**src/rtl/fifo_stream_reader_if.sv**
```systemverilog
// rtl/fifo_stream_reader_if.sv - handshake bundle between FIFO/RAM, reader and consumer
//
// Purpose: groups the FIFO-controller read side and the downstream valid/ready
// stream of fifo_stream_reader into one interface.
// Signals:
//   fifo_empty     FIFO controller empty flag (into reader)
//   fifo_read_req  read request to FIFO controller (from reader, combinational)
//   ram_read_data  RAM read-port data (into reader)
//   dout_valid     head word available (from reader, registered)
//   dout_data      head word (from reader, registered)
//   dout_ready     consumer accepts head word (into reader)
// Modports: master = the reader stage, slave = its surroundings.

interface fifo_stream_reader_if #(
  parameter int WIDTH = 8
);
  logic             fifo_empty;
  logic             fifo_read_req;
  logic [WIDTH-1:0] ram_read_data;
  logic             dout_valid;
  logic [WIDTH-1:0] dout_data;
  logic             dout_ready;

  modport master (
    input  fifo_empty,
    input  ram_read_data,
    input  dout_ready,
    output fifo_read_req,
    output dout_valid,
    output dout_data
  );

  modport slave (
    output fifo_empty,
    output ram_read_data,
    output dout_ready,
    input  fifo_read_req,
    input  dout_valid,
    input  dout_data
  );
endinterface

```
**src/rtl/fifo_stream_reader.sv**
```systemverilog
// rtl/fifo_stream_reader.sv - FIFO read stage with skid buffer and FWFT stream output
//
// Purpose: issues FIFO reads while space is reserved, captures RAM data after
// READ_LATENCY cycles into a circular skid buffer and presents the head as a
// registered first-word-fall-through valid/ready stream.
// Ports:
//   clk         single clock, rising edge
//   rst_n       asynchronous active-low reset
//   bus         fifo_stream_reader_if.master (fifo_empty, fifo_read_req,
//               ram_read_data, dout_valid, dout_data, dout_ready)
//   flush       synchronous discard of buffered and in-flight words
//   word_count  16-bit accepted-word counter, only when the optional macro
//               FIFO_STREAM_READER_COUNT_EN is defined

module fifo_stream_reader #(
  parameter int WIDTH         = 8,
  parameter int READ_LATENCY  = 2,
  parameter int BUF_DEPTH_LOG = 2
) (
  input  logic                 clk,
  input  logic                 rst_n,
  fifo_stream_reader_if.master bus,
  input  logic                 flush
`ifdef FIFO_STREAM_READER_COUNT_EN
  ,
  output logic [15:0]          word_count
`endif
);

  localparam int DEPTH = 1 << BUF_DEPTH_LOG;
  localparam int PW    = BUF_DEPTH_LOG;
  localparam int CW    = BUF_DEPTH_LOG + 1;

  logic [WIDTH-1:0]        mem [DEPTH];
  logic [PW-1:0]           wr_ptr;
  logic [PW-1:0]           rd_ptr;
  logic [PW-1:0]           rd_ptr_n;
  logic [CW-1:0]           occ;
  logic [CW-1:0]           occ_n;
  logic [READ_LATENCY-1:0] inflight;
  logic [7:0]              inflight_ones;
  logic [7:0]              credit_used;
  logic                    issue;
  logic                    push;
  logic                    pop;
  logic                    dout_valid_q;
  logic [WIDTH-1:0]        dout_data_q;
  logic [WIDTH-1:0]        dout_data_n;

  always_comb begin
    inflight_ones = '0;
    for (int i = 0; i < READ_LATENCY; i++) begin
      inflight_ones = inflight_ones + 8'(inflight[i]);
    end
  end

  // Credit counts registered occupancy only: a same-cycle pop frees nothing,
  // which keeps the buffer from ever overflowing.
  assign credit_used = 8'(occ) + inflight_ones;
  assign issue = rst_n & ~flush & ~bus.fifo_empty & (credit_used < 8'(DEPTH));
  assign bus.fifo_read_req = issue;

  assign push = inflight[READ_LATENCY-1];
  assign pop  = dout_valid_q & bus.dout_ready;

  always_comb begin
    rd_ptr_n = pop ? rd_ptr + PW'(1) : rd_ptr;
    occ_n    = occ;
    if (push && !pop) begin
      occ_n = occ + CW'(1);
    end else if (!push && pop) begin
      occ_n = occ - CW'(1);
    end
    // When the incoming word is the only entry after this edge it bypasses
    // the memory so it can be the head immediately.
    if (push && (occ_n == CW'(1))) begin
      dout_data_n = bus.ram_read_data;
    end else begin
      dout_data_n = mem[rd_ptr_n];
    end
  end

  always_ff @(posedge clk) begin
    if (push && !flush) begin
      mem[wr_ptr] <= bus.ram_read_data;
    end
  end

  always_ff @(posedge clk or negedge rst_n) begin
    if (!rst_n) begin
      wr_ptr       <= '0;
      rd_ptr       <= '0;
      occ          <= '0;
      inflight     <= '0;
      dout_valid_q <= 1'b0;
      dout_data_q  <= '0;
    end else if (flush) begin
      wr_ptr       <= '0;
      rd_ptr       <= '0;
      occ          <= '0;
      inflight     <= '0;
      dout_valid_q <= 1'b0;
    end else begin
      if (push) begin
        wr_ptr <= wr_ptr + PW'(1);
      end
      rd_ptr       <= rd_ptr_n;
      occ          <= occ_n;
      inflight     <= (inflight << 1) | READ_LATENCY'(issue);
      dout_valid_q <= (occ_n != '0);
      dout_data_q  <= dout_data_n;
    end
  end

  assign bus.dout_valid = dout_valid_q;
  assign bus.dout_data  = dout_data_q;

`ifdef FIFO_STREAM_READER_COUNT_EN
  always_ff @(posedge clk or negedge rst_n) begin
    if (!rst_n) begin
      word_count <= '0;
    end else if (pop && !flush) begin
      word_count <= word_count + 16'd1;
    end
  end
`endif

endmodule

```
**src/flat_wrapper.sv**
```systemverilog
// flat-port wrapper written by rule: the top's interface ports become plain ports
module fifo_stream_reader_flat 
#(
  parameter int WIDTH         = 8,
  parameter int READ_LATENCY  = 2,
  parameter int BUF_DEPTH_LOG = 2
)
  (clk, rst_n, flush, bus_fifo_empty, bus_ram_read_data, bus_dout_ready, bus_fifo_read_req, bus_dout_valid, bus_dout_data);
  fifo_stream_reader_if #(.WIDTH(WIDTH)) bus_i ();
  input  logic clk;
  input  logic rst_n;
  input  logic flush;
  input wire logic [$bits(bus_i.fifo_empty)-1:0] bus_fifo_empty;
  input wire logic [$bits(bus_i.ram_read_data)-1:0] bus_ram_read_data;
  input wire logic [$bits(bus_i.dout_ready)-1:0] bus_dout_ready;
  output wire logic [$bits(bus_i.fifo_read_req)-1:0] bus_fifo_read_req;
  output wire logic [$bits(bus_i.dout_valid)-1:0] bus_dout_valid;
  output wire logic [$bits(bus_i.dout_data)-1:0] bus_dout_data;
  assign bus_i.fifo_empty = bus_fifo_empty;
  assign bus_i.ram_read_data = bus_ram_read_data;
  assign bus_i.dout_ready = bus_dout_ready;
  assign bus_fifo_read_req = bus_i.fifo_read_req;
  assign bus_dout_valid = bus_i.dout_valid;
  assign bus_dout_data = bus_i.dout_data;
  fifo_stream_reader #(.WIDTH(WIDTH), .READ_LATENCY(READ_LATENCY), .BUF_DEPTH_LOG(BUF_DEPTH_LOG)) u_core (.clk(clk), .rst_n(rst_n), .bus(bus_i), .flush(flush));
endmodule
```
**config.mk**
```make
export PLATFORM = sky130hd
export DESIGN_NAME = fifo_stream_reader_flat
export DESIGN_NICKNAME = d
export VERILOG_FILES = /design/src/rtl/fifo_stream_reader_if.sv /design/src/rtl/fifo_stream_reader.sv /design/src/flat_wrapper.sv
export SDC_FILE = /design/constraint.sdc
export NUM_CORES = 1
export LEC_CHECK = 0
export ABC_AREA = 1
export CORE_AREA = 4 4 83 85
export DETAILED_ROUTE_END_ITERATION = 12
export DIE_AREA = 0 0 87 89
export GPL_ROUTABILITY_DRIVEN = 0
export PLACE_DENSITY_LB_ADDON = 0.2
export REMOVE_ABC_BUFFERS = 1
export SLEW_MARGIN = 10
export SYNTH_ARGS = -nofsm -noshare
export SYNTH_HDL_FRONTEND = slang
export SYNTH_SLANG_ARGS = --single-unit
```
**constraint.sdc**
```tcl
create_clock -name clk -period 1.5 [get_ports clk]
set_input_delay 0.3 -clock clk [delete_from_list [all_inputs] [get_ports clk]]
set_output_delay 0.3 -clock clk [all_outputs]
set_load 0.005 [all_outputs]
```
## After elaboration in Yosys (flattened, before gate mapping)

Memory sizes are Yosys's and may differ from the RTL's.
Cells that the tools add are included.

- Output and inout bits: 10
- Memories: 1
- Input bits: 13
- Latch bits: 0
- Flip-flop bits (word level): 18
- Bits in writable memories: 32
- Logic and storage cells: 43
- Bits in read-only memories: 0

- Add/subtract/negate cells: 6
- Shift-type cells: 0
- Magnitude comparators: 1
- Muxes and demuxes: 12
- Divide/modulo/power cells: 0
- Bitwise logic cells: 7
- Equality and inequality tests: 1
- Multiply operators: 0
- Reduce and logical (&&, ||, !) cells: 9

Memory list:

| name | depth | bits a word | rd ports | clocked after Yosys merged registers in | write ports | line | source |
|---|---|---|---|---|---|---|---|
| u_core.mem | 4 | 8 | 1 | 0 | 1 | fifo_stream_reader.sv:34 | `logic [WIDTH-1:0] mem [DEPTH];` |

Operators with widths:

| cell | count |
|---|---|
| $mux 2 | 5 |
| $mux 3 | 3 |
| $add 3x8->8 | 1 |
| $lt 8x3->1 const B | 1 |
| $mux 8 | 1 |
| $add 2x1->2 const B | 2 |
| $and 1x1->1 | 4 |
| $logic_and 1x1->1 | 4 |
| $add 3x1->3 const B | 1 |
| $eq 3x1->1 const B | 1 |
| $logic_not 1->1 | 3 |
| $mux 1 | 3 |
| $reduce_bool 3->1 | 1 |
| $sub 3x1->3 const B | 1 |
| $add 1x1->2 | 1 |
| $not 1->1 | 2 |
| $or 2x1->2 | 1 |
| $reduce_bool 2->1 | 1 |

## Depth between registers and ports, before layout

Gate-level depths: netlist of run 1.

- Depth after elaboration: 7
- Depth in mapped cells: 13
- Depth with buffers taken out: 13

## Worst setup path after synthesis of run 1

Ideal clock, no wire load.

- Kind: register -> output
- Start point: reg u_core.inflight[0]
- End point: out bus_fifo_read_req
- Data arrival time: 1.187 ns
- Required time: 1.200 ns
- Slack: 0.013 ns
- Buffers on the path: 0
- Stages on the path, launching flop included: 6
- Cells stage by stage: dfrtp_1 > ha_1 > ha_1 > nand3_1 > nand3b_1 > nor4_1

- Word-level cells in the longest chain between the ends: 4

RTL lines:

| element | line | source |
|---|---|---|
| start, declared | fifo_stream_reader.sv:40 | `logic [READ_LATENCY-1:0] inflight;` |
| start signal, assigned | fifo_stream_reader.sv:109 | `inflight <= (inflight << 1) \| READ_LATENCY'(issue);` |
| $add 1x1->2 | fifo_stream_reader.sv:53 | `inflight_ones = inflight_ones + 8'(inflight[i]);` |
| $add 3x8->8 | fifo_stream_reader.sv:59 | `assign credit_used = 8'(occ) + inflight_ones;` |
| $lt 8x3->1 | fifo_stream_reader.sv:60 | `assign issue = rst_n & ~flush & ~bus.fifo_empty & (credit_used < 8'(DEPTH));` |
| $and 1x1->1 | fifo_stream_reader.sv:60 |  |
| end, declared | flat_wrapper.sv:16 | `output wire logic [$bits(bus_i.fifo_read_req)-1:0] bus_fifo_read_req;` |

No other way between the ends.

## Final worst setup path of run 1

Ends and elaborated chain as after synthesis.

==> impl_metrics.toml, run 1 <==
[status]
status = "finished with violations"
violations = "setup timing"

[finish]
nFillCells = 550
nets = 320
fin_area_um2 = 3330
finish.utilization_pct = 53.7
regArea_um2 = 1410
drive_above_1_share_pct = 32.3
num_antenna_cells = 0
area_growth_pct = 39.2
multiInputGateArea_um2 = 1070

[global_route]
grt_usage_pct = 15.6
grt_antenna_before_repair = 0
grt_pass1_vias = 1786
grt_pass1_wl_mm = 9.10
grt_overflow = 0
grt_max_degree = 19

[floorplan]
rows = 29
dieHeight_um = 89
core_area_um2 = 6200
die_x_um = 87
initial_core_util_pct = 38.6
die_area_um2 = 7740
ios = 23

[timing]
final_max_slew_viol_count = 0
worst_pin_slew_ns = 0.305
slew_headroom_pct = 79.6
min_period_over_period_pct = 124
setup_slack_ns = -0.361
clock_skew_ns = 0.00669
layout_min_cycle_time_ns = 1.86
finalSetupViolations = 11
hold_ws_ns = 0.371
rsz0062_at_grt = "true"
hold_viol = 0
fmax_mhz = 537

[worst_setup_path]
critPathLaunchType = "register"
rr_startpoint = "u_core.inflight[1]$_DFF_PN0_"
cp_data_required_time_ns = 1.20
end_kind = "output port"
critPathKind = "register to output port"
crit_arrival_ns = 1.56
crit_fanout = 2
cp-startpoint = "u_core.inflight[0]$_DFF_PN0_"

[routing]
wire_per_inst_um = 14.8
wl_mm = 5.60
drt_iter0_drc = 105
viasPerCell = 4.85
drc_errors = 0
dr.pass1.iters = 4
ant_nets = 0
vias = 1827

[worst_hold_path]
hp-class = "input pin to asynchronous set/reset pin"

[place]
hpwl_mm = 3.59
port_buffers = 22
placed_area_um2 = 2840

[synth]
ys_seq_area_share_pct = 59.0
ys_seq_elements = 50
avgSynthCellArea_um2 = 9.89
syn_area_um2 = 2390
synth_cell_types = 24
synth_top_area_share_pct = 40.1
yosysTopAreaCell = "edfxtp_1"
syn_inst = 242
yosysWarnings = 0
synth_area_leaders = "edfxtp_1 40%, dfrtp_1 19%, nand3_1 11%"

[cts]
cts-root-buf = "clkbuf_8"
cts_sinks = 50
clkLatencyLatePin_ns = 0.30
cts_buffers = 5
ctsLongestPathBuffers = 2
path_clk_slew_ns = 0.09
htreeDepth = 2
cts_tree = "done"

[power_and_ir_drop]
p_leak_nw = 1.50
max-vdd-ir-drop_uv = 629
powerDensity_nw_per_um2 = 1330

[run]
drv_cap = 0
-- worst max-delay path: stages, from the launching register on --
cell and delay (ns):
dfrtp_1 0.39, ha_2 0.20, ha_4 0.21, nand3_2 0.06, nand3b_1 0.09, nor4_1 0.15
buf_2 0.15
-- flip-flops by register name (all words and copies together) (netlist names) --
name and cells:
u_core.wr_ptr 2, u_core.bus.dout_data 8, u_core.inflight 2, u_core.mem 32, u_core.bus.dout_valid 1, u_core.occ 3
u_core.rd_ptr 2
-- power by group --
group / switching [mW] / leakage (nW) / total, mW / internal (mW)
clock: 0.446 / 0.0514 / 0.944 / 0.498
sequential: 0.0844 / 0.519 / 1.67 / 1.58
combinational: 0.908 / 0.934 / 1.80 / 0.895
total: 1.44 / 1.50 / 4.42 / 2.98
-- final cells by class --
type / count / area share [%]
Inverter: 27 / 3.34
Timing Repair Buffer: 56 / 15.8
Clock buffer: 6 / 2.18
Multi-Input combinational cell: 159 / 32.3
Sequential cell: 50 / 42.4
Clock inverter: 2 / 1.13
Tap cell: 77 / 2.89
-- per-stage QoR --
stage          total power, mW  cells  setup WS (ns)  TNS [ns]
3_3_place_gp              2.95    356         -0.527    -19.92
3_5_place_dp              2.97    356         -0.557    -21.65
4_1_cts                   4.28    370         -0.446     -2.16
6_report                  4.42    377         -0.361     -2.08
2_1_floorplan             2.35    235         -0.154    -0.154
5_1_grt                   4.69    377         -0.491     -3.01
-- cells in the mapped netlist, drive strengths merged --
library cell  number
a31oi              1
buf                7
clkinv             2
dfrtp             18
edfxtp            32
ha                 8
inv               25
nand2             75
nand3             56
nand3b             1
nor2              13
nor4               2
o21ai              1
xnor2              1
-- logic make-up (layout without fill, tap and decap cells) --
| logic type | after synthesis | after routing | share of synthesized area, % |
|---|---|---|---|
| compound gates | 2 | 2 | 0.470 |
| xor+xnor | 1 | 1 | 0.366 |
| fa+ha+maj | 8 | 8 | 4.18 |
| buf+inv | 34 | 91 | 6.69 |
| flops | 50 | 50 | 59.0 |
| simple gates | 147 | 148 | 29.3 |
-- cells in the final DEF, fill, tap and decap left out, drive strengths merged --
| cell | Yosys | routed |
|---|---|---|
| a31oi | 1 | 1 |
| buf | 7 | 35 |
| bufinv | 0 | 1 |
| clkbuf | 0 | 6 |
| clkdlybuf4s50 | 0 | 13 |
| clkinv | 2 | 2 |
| clkinvlp | 0 | 1 |
| dfrtp | 18 | 18 |
| dlygate4sd2 | 0 | 2 |
| dlymetal6s2s | 0 | 6 |
| edfxtp | 32 | 32 |
| ha | 8 | 8 |
| inv | 25 | 25 |
| nand2 | 75 | 75 |
| nand3 | 56 | 56 |
| nand3b | 1 | 1 |
| nor2 | 13 | 14 |
| nor4 | 2 | 2 |
| o21ai | 1 | 1 |
| xnor2 | 1 | 1 |
-- layer usage --
metal	vias to the layer above	part of all wire (%)	global-route usage (%)
met5	-	0	0
met4	0	1.6	5.81
met3	7	3.0	2.76
met2	26	51	26.0
met1	876	44	20.4
li1	918	-	-
-- path summary, 6_finish.rpt --
kind                                                  endpoint  slack, ns  cells after the start
hold reg to reg            u_core.bus.dout_data[6]$_DFFE_PN0N_       0.49                      2
setup reg to reg           u_core.bus.dout_data[2]$_DFFE_PN0N_      -0.22                     11
hold / removal                      u_core.rd_ptr[1]$_DFF_PN0_       0.37                      2
max in group asynchronous              u_core.occ[0]$_DFF_PN0_       0.91                      2
setup / recovery                             bus_fifo_read_req      -0.36                      6
min in group clk           u_core.bus.dout_data[6]$_DFFE_PN0N_       0.49                      2
-- repair_timing --
| action | CTS | global route |
|---|---|---|
| hold buffers | 0 | 0 |
| endpoints found under the setup margin | 45 | 19 |
| gates cloned | 2 | 0 |
| pin swaps | 11 | 11 |
| gates resized for setup | 52 | 22 |
| setup buffers | 5 | 7 |
No activity file was read; power rests on OpenSTA's default activity.
==> run 2, diff against run 1 <==
Settings changed: ABC_AREA 1 to unset, CORE_AREA 4 4 83 85 to 4 4 85 87, DIE_AREA 0 0 87 89 to 0 0 89 91.
==> run 2 against run 1 <==
The flow still finishes with violations (setup timing). First-iteration DRC count is 17% higher. Cell area is 1.5% higher. Via count is 2.0% higher. Total power is 7.8% lower. Worst hold slack worse by 0.27 ns. Sequential cell count stayed put.
==> impl_metrics.toml, run 2 <==
[status]
status = "finished with violations"
violations = "setup timing"

[power_and_ir_drop]
p_switching_mw = 1.29
p_int_mw = 2.78
p_leak_nw = 1.39
pwr-share-seq_pct = 41.7
sw_frac_of_total_pct = 31.6
powerDensity_nw_per_um2 = 1200
comb_power_share_pct = 38.7
max-vdd-ir-drop_uv = 564
clkPwrFrac_pct = 19.5

[synth]
syn_area_um2 = 2540
synth_enable_flop_cells = 32
async_flop_share_pct = 36.0
synth_xor_area_share_pct = 3.10
synth.most_common_cell = "nand2_1"
yosys.area_share.simple_pct = 20.0
synth_fa_ha_area_share_pct = 4.39
yosysTopAreaCell = "edfxtp_1"
synth_top_family_by_area = "simple AND/OR/NAND/NOR gates"
syn_inst = 239
synth_commonest_cells = "39 x nand2_1, 37 x nor2_1, 32 x edfxtp_1, 18 x dfrtp_1"
synth-main-ff-cell = "edfxtp_1"
synth_top_area_share_pct = 37.9
synth_compound_area_share_pct = 11.8
synth.area.mux_share_pct = 0.789
avgSynthCellArea_um2 = 10.6
ys_seq_area_share_pct = 55.6
synth_area_leaders = "edfxtp_1 38%, dfrtp_1 18%, nand2_1 5.8%"
ys_seq_elements = 50
synth_cell_types = 36
yosysWarnings = 0

[worst_setup_path]
critPathKind = "register to output port"
crit_fanout = 2
reg2reg_to = "u_core.bus.dout_data[6]$_DFFE_PN0N_"
crit_arrival_ns = 1.55
reg2reg_slack_ns = -0.23
critPathLaunchType = "register"
end_kind = "output port"
ff2ff_path_depth = 6
rr_startpoint = "u_core.occ[1]$_DFF_PN0_"
cp_data_required_time_ns = 1.20

[routing]
dr.pass1.iters = 5
drc_errors = 0
wl_mm = 5.68
wire_per_inst_um = 15.6
vias = 1863
ant_nets = 0
drt_iter0_drc = 123
viasPerCell = 5.10

[global_route]
grt_pass1_vias = 1919
grt_usage_pct = 14.9
grt_overflow = 0
grt_max_degree = 31
grt_antenna_before_repair = 0
grt_pass1_wl_mm = 9.29

[floorplan]
die_x_um = 89
die_area_um2 = 8100
ios = 23
rows = 29
core_area_um2 = 6350
initial_core_util_pct = 40.0
dieHeight_um = 91

[cts]
path_clk_slew_ns = 0.09
cts_sinks = 50
cts_hold_buf = 0
ctsLongestPathBuffers = 2
htreeDepth = 2
clkLatencyLatePin_ns = 0.30
cts_buffers = 5
cts-root-buf = "clkbuf_8"
cts_tree = "done"

[place]
port_buffers = 22
hpwl_mm = 3.86
dp_slack_ns = -1.03

[finish]
nets = 308
largest_reg_flops = 32
final_cell_mix = "38 x nand2_1, 34 x nor2_1, 32 x edfxtp_1, 17 x buf_4"
drive_above_1_share_pct = 24.7
multiInputGateArea_um2 = 1140
top_register = "u_core.mem"
layout_commonest_cell = "nand2_1"
nFillCells = 550
regArea_um2 = 1410
area_growth_pct = 33.2
num_antenna_cells = 0

[timing]
finalSetupViolations = 10
hold_ws_ns = 0.0998
setup_slack_ns = -0.353
hold_viol = 0
min_period_over_period_pct = 124
slew_headroom_pct = 78.3
layout_min_cycle_time_ns = 1.85
final_max_slew_viol_count = 0
worst_pin_slew_ns = 0.325
clock_skew_ns = 0.00843
fmax_mhz = 540
rsz0062_at_grt = "true"

[worst_hold_path]
hp-class = "input pin to asynchronous set/reset pin"

[run]
drv_cap = 0
-- run 2: metrics by stage --
stage          util, %  instance area (um^2)  cells  setup TNS (ns)  total power, mW
2_1_floorplan        -                  2480    227           -6.27             2.36
3_3_place_gp      48.7                  3090    352          -17.99             3.01
3_5_place_dp      48.7                  3090    352          -18.69             3.03
4_1_cts           51.7                  3280    364           -2.19             3.98
5_1_grt           53.3                  3380    365           -3.03             4.32
6_report          53.3                  3380    365           -2.09             4.07
-- run 2: metal layers --
layer	share of wire (%)	track usage [%]	up-vias
li1	-	-	934
met1	45	18.8	891
met4	0.62	4.71	0
met3	3.9	3.08	5
met2	51	25.2	33
met5	0	0	-
-- run 2: final cells by class --
type                            instances  area share [%]
Timing Repair Buffer                   53            17.4
Inverter                               13            1.44
Multi-Input combinational cell        164            33.7
Clock inverter                          3           0.740
Tap cell                               77            2.85
Sequential cell                        50            41.8
Clock buffer                            5            2.03
-- run 2: worst max-delay path by stage --
stage / depth (start not counted) / from / end
after global placement: 4 / rst_n / bus_fifo_read_req
final: 3 / u_core.occ[2]$_DFF_PN0_ / bus_fifo_read_req
after CTS: 3 / u_core.occ[2]$_DFF_PN0_ / bus_fifo_read_req
after floorplan: 5 / u_core.bus.dout_valid$_DFF_PN0_ / u_core.bus.dout_data[0]$_DFFE_PN0N_
after global routing: 3 / u_core.occ[2]$_DFF_PN0_ / bus_fifo_read_req
after detailed placement: 4 / rst_n / bus_fifo_read_req
-- run 2: kinds of logic after synthesis --
group,after synthesis
compound gates,34
xor+xnor,6
fa+ha+maj,9
buf+inv,25
flops,50
mux,2
simple gates,113
-- run 2: power groups by stage --
stage	Combinational, mW	Sequential (mW)	Clock, mW
finish	1.58	1.70	0.795
global route	1.72	1.72	0.879
CTS	1.47	1.69	0.820
detailed placement	1.31	1.72	0
global placement	1.29	1.72	0
floorplan	0.635	1.72	0
-- run 2: critical path, stage by stage (launching register included) --
cell,delay [ns]
dfrtp_1,0.39
or4b_4,0.50
a311oi_2,0.21
buf_2,0.16
-- run 2: what timing repair did --
action                     in CTS  in global routing
setup endpoints to repair      45                 53
setup buffers                   5                  3
gates resized for setup        24                 23
pin swaps                       4                  3
==> run 3, diff against run 2 <==
Settings changed: SKIP_CTS_REPAIR_TIMING set to 1, SKIP_LAST_GASP set to 1.
==> run 3 against run 2 <==
The flow still finishes with violations (setup timing). Critical path type is now input pin to output port. Global-route usage shrank 0.21 points. Highest routed layer unchanged. Critical endpoint unchanged. Fmax shrank 6.3%. Largest power group unchanged. Total power shrank 0.32%.
==> impl_metrics.toml, run 3 (synthesis results as in run 2) <==
[status]
status = "finished with violations"
violations = "setup timing"

[routing]
routed.top_layer = "met4"
drt_iter0_drc = 94
wl_met1_mm = 2.56
dr.pass1.iters = 4
met3_length_um = 152
ant_nets = 0
wire_per_inst_um = 15.4
wl_met2_mm = 2.82
wl_mm = 5.59
drc_errors = 0
vias = 1837
viasPerCell = 5.05

[cts]
htreeDepth = 2
cts_sinks = 50
clkLatencyLatePin_ns = 0.30
cts_buffers = 5
cts_tree = "done"
path_clk_slew_ns = 0.10
cts-root-buf = "clkbuf_8"
ctsLongestPathBuffers = 2

[power_and_ir_drop]
powerDensity_nw_per_um2 = 1210
max-vdd-ir-drop_uv = 504
p_int_mw = 2.78
comb_power_share_pct = 38.3
sw_frac_of_total_pct = 31.6
clkPwrFrac_pct = 19.7
pwr-share-seq_pct = 42.0
p_leak_nw = 1.39
p_switching_mw = 1.28
total_power_mw = 4.06

[worst_setup_path]
reg2reg_slack_ns = -0.25
critPathKind = "input pin to output port"
cp_data_required_time_ns = 1.20
rr_startpoint = "u_core.occ[1]$_DFF_PN0_"
reg2reg_to = "u_core.bus.dout_data[1]$_DFFE_PN0N_"
crit_fanout = 2
critPathLaunchType = "input pin"
ff2ff_path_depth = 8
end_kind = "output port"
crit_arrival_ns = 1.68

[timing]
rsz0062_at_grt = "true"
layout_min_cycle_time_ns = 1.98
fmax_mhz = 505
setup_slack_ns = -0.479
min_period_over_period_pct = 132
slew_headroom_pct = 77.0
hold_viol = 0
finalSetupViolations = 10
final_max_slew_viol_count = 0
clock_skew_ns = 0.00794
worst_pin_slew_ns = 0.345

[finish]
drive_above_1_share_pct = 24.0
top_register = "u_core.mem"
area_growth_pct = 32.5
nets = 307
instances_no_fill = 364
fin_area_um2 = 3360
nFillCells = 545
final_cell_mix = "38 x nand2_1, 35 x nor2_1, 32 x edfxtp_1, 17 x buf_4"
layout_commonest_cell = "nand2_1"
num_antenna_cells = 0
largest_reg_flops = 32

[floorplan]
ios = 23
rows = 29
core_area_um2 = 6350
die_area_um2 = 8100
dieHeight_um = 91
die_x_um = 89
initial_core_util_pct = 40.0

[worst_hold_path]
hp-class = "input pin to asynchronous set/reset pin"

[global_route]
grt_max_degree = 31
grt_pass1_vias = 1875
grt_antenna_before_repair = 0
grt_usage_pct = 14.7
grt_overflow = 0
grt_pass1_wl_mm = 9.16

[run]
drv_cap = 0

[place]
hpwl_mm = 3.86
port_buffers = 22
dp.cells = 352
placed_area_um2 = 3090
==> run 3: cell count changes in the layout (fill, tap and decap cells not counted) <==
cell | before | now
clkdlybuf4s50_1 | 8 | 11
nor2_1 | 34 | 35
ha_1 | 5 | 6
nor2_2 | 2 | 1
inv_2 | 1 | 2
ha_4 | 3 | 2
dlygate4sd2_1 | 4 | 0
inv_1 | 12 | 11
buf_6 | 6 | 5
dlymetal6s2s_1 | 9 | 10
==> run 3: power by group through the flow <==
stage	combinational [mW]	sequential [mW]	clock [mW]
final	1.56	1.70	0.800
after global routing	1.70	1.72	0.885
after global placement	1.29	1.72	0
after detailed placement	1.31	1.72	0
after floorplan	0.635	1.72	0
after CTS	1.32	1.69	0.820
==> run 3: how the worst max path moves through the flow <==
stage / start / end / slack (ns) / cells past startpoint
6_report: rst_n / bus_fifo_read_req / -0.48 / 4
3_5_place_dp: rst_n / bus_fifo_read_req / -1.03 / 4
3_3_place_gp: rst_n / bus_fifo_read_req / -0.91 / 4
4_1_cts: rst_n / bus_fifo_read_req / -1.03 / 4
2_1_floorplan: u_core.bus.dout_valid$_DFF_PN0_ / u_core.bus.dout_data[0]$_DFFE_PN0N_ / -0.65 / 5
5_1_grt: u_core.occ[2]$_DFF_PN0_ / bus_fifo_read_req / -0.51 / 3
==> run 3: per-stage QoR <==
| step | util [%] | hold slack (ns) | setup TNS, ns | setup slack (ns) |
|---|---|---|---|---|
| 6_report | 53.0 | 0.364 | -2.38 | -0.479 |
| 5_1_grt | 53.0 | 0.375 | -3.23 | -0.514 |
| 4_1_cts | 50.1 | 0.362 | -4.56 | -1.03 |
| 3_5_place_dp | 48.7 | 0.477 | -18.69 | -1.03 |
| 3_3_place_gp | 48.7 | 0.482 | -17.99 | -0.914 |
| 2_1_floorplan | - | 0.00441 | -6.27 | -0.653 |
==> run 3: metal layers <==
metal	track usage, %	vias up
li1	-	926
met1	19.0	872
met2	24.3	30
met3	3.08	9
met4	4.71	0
met5	0	-
==> run 3: worst max-delay path, stage by stage <==
cell	delay, ns
clkdlybuf4s50_1	0.48
or4b_4	0.48
a311oi_2	0.26
buf_2	0.16
==> run 3: cell type report <==
type,count,area [um^2],area share (%)
well taps,77,96.3,2.86
multi-input cells,164,1130,33.5
flip-flops and latches,50,1410,42.0
clock inverters,3,25.0,0.744
repair buffers,52,584,17.4
inverters,13,48.8,1.45
clock buffers,5,68.8,2.05
